--- src/rtl/clk_div_pkg.sv ---
// clk_div_pkg: shared defaults, divisor type and channel-index width helper for the divider bank
package clk_div_pkg;
  localparam int DEF_CNT_W = 16;
  localparam int DEF_DIV = 60;
  typedef logic [DEF_CNT_W-1:0] div_t;
  function automatic int ch_idx_w(input int n);
    return n > 1 ? $clog2(n) : 1;
  endfunction
endpackage

--- src/rtl/clk_div_channel.sv ---
// clk_div_channel: one divider channel producing a 50% duty sclk and a tick on every toggle
module clk_div_channel #(
  parameter int CNT_W = 16,
  parameter int DEFAULT_DIV = 60
) (
  input  logic             clock,
  input  logic             rst_n,
  input  logic             en,
  input  logic             restart,
  input  logic             load,
  input  logic [CNT_W-1:0] load_div,
  output logic             sclk,
  output logic             tick,
  output logic             pend
);
  logic [CNT_W-1:0] cnt, div, pdiv;
  logic tc;
  // cnt never exceeds div, so cnt + 1 cannot wrap even at the all-ones divisor
  assign tc = cnt == div;
  // counting, idle/restart and divisor update; a stopped channel takes new divisors directly
  always_ff @(posedge clock or negedge rst_n)
    if (!rst_n) begin
      cnt <= '0;
      div <= CNT_W'(DEFAULT_DIV);
      pdiv <= '0;
      pend <= 1'b0;
      sclk <= 1'b0;
      tick <= 1'b0;
    end else if (!en || restart) begin
      cnt <= '0;
      sclk <= 1'b0;
      tick <= 1'b0;
      pend <= 1'b0;
      div <= load ? load_div : pend ? pdiv : div;
    end else begin
      cnt <= tc ? '0 : cnt + 1'b1;
      sclk <= sclk ^ tc;
      tick <= tc;
      if (tc && pend) div <= pdiv;
      pend <= load | (pend & ~tc);
      if (load) pdiv <= load_div;
    end
endmodule

--- src/rtl/clk_div_bank.sv ---
// clk_div_bank: NUM_CH independent programmable clock dividers with a valid/ready divisor port
module clk_div_bank import clk_div_pkg::*; #(
  parameter int NUM_CH = 4,
  parameter int CNT_W = DEF_CNT_W,
  parameter int DEFAULT_DIV = DEF_DIV,
  localparam int CH_W = ch_idx_w(NUM_CH)
) (
  input  logic              clock,
  input  logic              rst_n,
  input  logic [NUM_CH-1:0] ch_en,
  input  logic [NUM_CH-1:0] restart,
  input  logic              cfg_valid,
  output logic              cfg_ready,
  input  logic [CH_W-1:0]   cfg_ch,
  input  logic [CNT_W-1:0]  cfg_div,
  output logic [NUM_CH-1:0] sclk,
  output logic [NUM_CH-1:0] tick,
  output logic [NUM_CH-1:0] pend
);
  // ready only for an in-range channel with no update outstanding
  always_comb begin
    cfg_ready = 1'b0;
    for (int i = 0; i < NUM_CH; i++)
      if (cfg_ch == CH_W'(i)) cfg_ready = !pend[i];
  end
  for (genvar g = 0; g < NUM_CH; g++) begin : g_ch
    logic load;
    assign load = cfg_valid && cfg_ready && cfg_ch == CH_W'(g);
    clk_div_channel #(.CNT_W(CNT_W), .DEFAULT_DIV(DEFAULT_DIV)) u_ch (
      .clock(clock),
      .rst_n(rst_n),
      .en(ch_en[g]),
      .restart(restart[g]),
      .load(load),
      .load_div(cfg_div),
      .sclk(sclk[g]),
      .tick(tick[g]),
      .pend(pend[g])
    );
  end
endmodule

--- config.mk ---
export PLATFORM = sky130hd
export DESIGN_NAME = clk_div_bank
export DESIGN_NICKNAME = d
export VERILOG_FILES = /design/src/rtl/clk_div_pkg.sv /design/src/rtl/clk_div_channel.sv /design/src/rtl/clk_div_bank.sv
export SDC_FILE = /design/constraint.sdc
export NUM_CORES = 1
export LEC_CHECK = 0
export CORE_MARGIN = 5
export CORE_UTILIZATION = 59
export DETAILED_ROUTE_END_ITERATION = 6
export PLACE_DENSITY = 0.78
export RECOVER_POWER = 100
export SYNTH_ARGS = -nofsm -noshare
export SYNTH_HDL_FRONTEND = slang
export SYNTH_SLANG_ARGS = --single-unit
--- constraint.sdc ---
create_clock -name clock -period 3.1 [get_ports clock]
set_clock_uncertainty 0.2 [all_clocks]
set_input_delay 0.775 -clock clock [delete_from_list [all_inputs] [get_ports clock]]
set_output_delay 0.775 -clock clock [all_outputs]
set_load 0.05 [all_outputs]
==> summary.txt <==
Status = finished, violations left
Violated checks = capacitance limit, slew limit
Die width = 139 microns
Hold WC Path Type = reg2reg
Starting density of the core = 59.7%
Hold-fix buffers at CTS = 0
Synth Cell Area = 9870 sq um
Yosys Warn Count = 0
Root Driver = clkbuf_16
Tcrit/Tclk final = 97.2%
DRC = 0
Clk_lat worst skew = 0.51 ns
Core ar. = 16500 sq um
Max-Cap Viols = 1
Total gr overflow = 0
Worst Setup Start Kind = input pin
CP max FO = 2
Routed Antenna Nets = 0
Largest family of logic cells by synthesized area = compound AO/OA/AOI/OAI gates
Post-synth EDFFs = 0
Setup crit end = cfg_ready
Iteration-0 DRC Markers = 438
Share of cells above drive strength 1 = 15.9%
ANT cells = 0
FF+latch count, synth = 204
Worst-margin pin slew = 1.63 ns
CTS tree = yes
# rows = 47
Setup crit end kind = primary output
Dpl ws = 0.0951 ns
I/O pin cnt = 42
CTS clk-pin slew, worst paths = 0.05 ns
P per Cell Area = 645 nW/um^2
CP Launch Point = cfg_ch[0]
All-layer global routing usage = 22.8%
Synth Area in XOR/XNOR = 11.2%
Setup CP Type = in2out
Main synth FF type = dfrtp_1
Share of flip-flops with an asynchronous set or reset = 100%
Number of library cell types mapped by synthesis = 55
First-pass GRT wire length = 36400 microns
Post-synthesis compound-gate area fraction = 13.3%
Via density = 6.12
Pleak = 4.62 nW
Fraction of the mapped netlist area in adder cells = 0.507%
Number of gates resized after cts = 0
Clock sink count = 204
H-tree Lvls = 1
Multiplexer share of the synthesized area = 7.87%
Placed Instance Area = 10400 sq um
Via Count = 6567
R2R Path Start = g_ch[1].u_ch.cnt[13]
PortBufs = 41
Clock buffer depth = 3
DPL Wire Length = 14200 microns
Min cycle time layout = 3.01 ns
Reg-to-Reg End = g_ch[1].u_ch.cnt[13]
Crit-path slowest cell = clkdlybuf4s50_1
TNS Setup = 0 ns
Die area = 19400 sq um
WP data required = 2.12 ns
Routed wire length = 21800 microns
Setup slack, reg-to-reg = 0.26 ns
Die H = 139 microns
Final Setup Violations = 0
Layout area overhead = 11.2%
Post-route cell area = 11000 sq um
Post-Synth Simple-Gate Area = 11.3%
Slew HR = -8.48%
Fmax = 332 MHz
Nets = 870
Peak per-stage delay on the critical path = 0.50 ns
Wire per inst = 20.4 microns
RSZ-0062 raised after global routing = no
DR pass1 iterations = 5
Post CTS Setup Buffer Count = 0
Routability Congestion = 0.824
Fin. max-slew vios = 61
Mapped Nets = 833
Vias in the first global route = 6990
Initial antenna violation count = 0
Arr. time, crit path = 2.04 ns
Clock buffer count from CTS = 22
Worst vdd ir = 0.437 mV
Reg2Reg Depth = 6
Worst-path cell chain = clkdlybuf4s50_1, mux4_2, inv_1, buf_4
Avg Cell Area, Syn = 12.3 sq um
Final hold vios = 0
Mapped Cells = 800
Largest net degree at the start of global routing = 64
Sequential-to-total area share from yosys stat = 51.9%
PnR worst setup slack = 0.0863 ns
## cell usage in the layout, fill, tap and decap left out, drive strengths merged, types with 3 or more instances in the layout
cell / netlist / final
a2bb2oi: 30 / 30
and3: 7 / 7
nand3: 14 / 14
clkdlybuf4s50: 0 / 27
dfrtp: 188 / 188
ha: 4 / 4
nand2b: 7 / 7
buf: 38 / 11
xor2: 64 / 64
and4: 5 / 5
xnor2: 60 / 60
dlygate4sd3: 0 / 12
or4: 3 / 3
nor2b: 4 / 4
mux2: 64 / 64
dfstp: 16 / 16
clkbuf: 8 / 49
a22o: 32 / 32
nand4: 30 / 30
o21ai: 3 / 3
and2: 6 / 6
inv: 12 / 12
o22ai: 35 / 35
nor2: 91 / 91
nor4: 11 / 11
nand2: 23 / 23
a221o: 32 / 32
## metal layers
| layer | up-vias | GRT usage [%] | share of wire [%] |
|---|---|---|---|
| met5 | - | 0 | 0 |
| met4 | 0 | 6.69 | 2.0 |
| met3 | 36 | 3.70 | 4.8 |
| met2 | 182 | 37.9 | 50 |
| met1 | 3385 | 31.0 | 43 |
| li1 | 2964 | - | - |
## synth_stat cells (all sizes together) (23+ instances only)
cell / n / area [sq um]
dfrtp: 188 / 4700
nor2: 91 / 349
mux2: 64 / 754
xor2: 64 / 561
xnor2: 60 / 544
buf: 38 / 283
o22ai: 35 / 239
a221o: 32 / 320
a22o: 32 / 293
a2bb2oi: 30 / 388
nand4: 30 / 213
nand2: 23 / 86.3
## state kept, by name, summed over array words and instances (netlist names)
| name | count |
|---|---|
| g_ch.u_ch.cnt | 64 |
| g_ch.u_ch.div | 64 |
| g_ch.u_ch.pdiv | 64 |
| g_ch.u_ch.pend | 4 |
| g_ch.u_ch.sclk | 4 |
| g_ch.u_ch.tick | 4 |
## worst min-delay path by stage
stage / to / cells past startpoint / startpoint / slack (ns)
4_1_cts: g_ch[0].u_ch.cnt[3] / 1 / rst_n / 0.07
3_3_place_gp: g_ch[3].u_ch.cnt[0] / 1 / g_ch[3].u_ch.cnt[0] / 0.29
2_1_floorplan: g_ch[3].u_ch.cnt[0] / 1 / g_ch[3].u_ch.cnt[0] / 0.26
6_report: g_ch[1].u_ch.pdiv[5] / 1 / g_ch[1].u_ch.pdiv[5] / 0.31
5_1_grt: g_ch[1].u_ch.pdiv[6] / 1 / g_ch[1].u_ch.pdiv[6] / 0.32
3_5_place_dp: g_ch[1].u_ch.pdiv[10] / 1 / g_ch[1].u_ch.pdiv[10] / 0.30
## power breakdown
part	switching [mW]	internal, mW	total [mW]
registers	0.366	3.14	3.50
logic	0.413	0.546	0.960
clock network	1.01	1.61	2.62
total	1.79	5.30	7.08
## kinds of logic (layout without fill, tap and decap cells)
family          count (synthesis)  count (layout)
flops                         204             204
simple gates                  207             207
compound gates                136             136
mux                            65              65
xor+xnor                      124             124
buf+inv                        60             113
fa+ha+maj                       4               4
## cell type report
class	instances	area [sq um]
clock inverter	1	30.0
multi-input combinational	536	4250
sequential	204	5120
clock buffer	39	706
tap	220	275
timing repair buffer	60	543
fill	1229	5540
inverter	13	48.8
## per-stage QoR
stage	power, mW	hold slack [ns]	std cells	utilization, %
3_5_place_dp	4.55	0.296	1033	63.1
2_1_floorplan	4.19	0.264	800	-
6_report	7.08	0.307	1073	66.4
3_3_place_gp	4.48	0.289	1033	63.1
4_1_cts	7.20	0.0701	1073	67.5
5_1_grt	7.38	0.316	1073	66.4
## critical path, delay by kind of cell
kind / cells / cell delay [ns]
muxes: 1 / 0.50
buffers and inverters: 3 / 0.76
No activity file was read; power rests on OpenSTA's default activity.
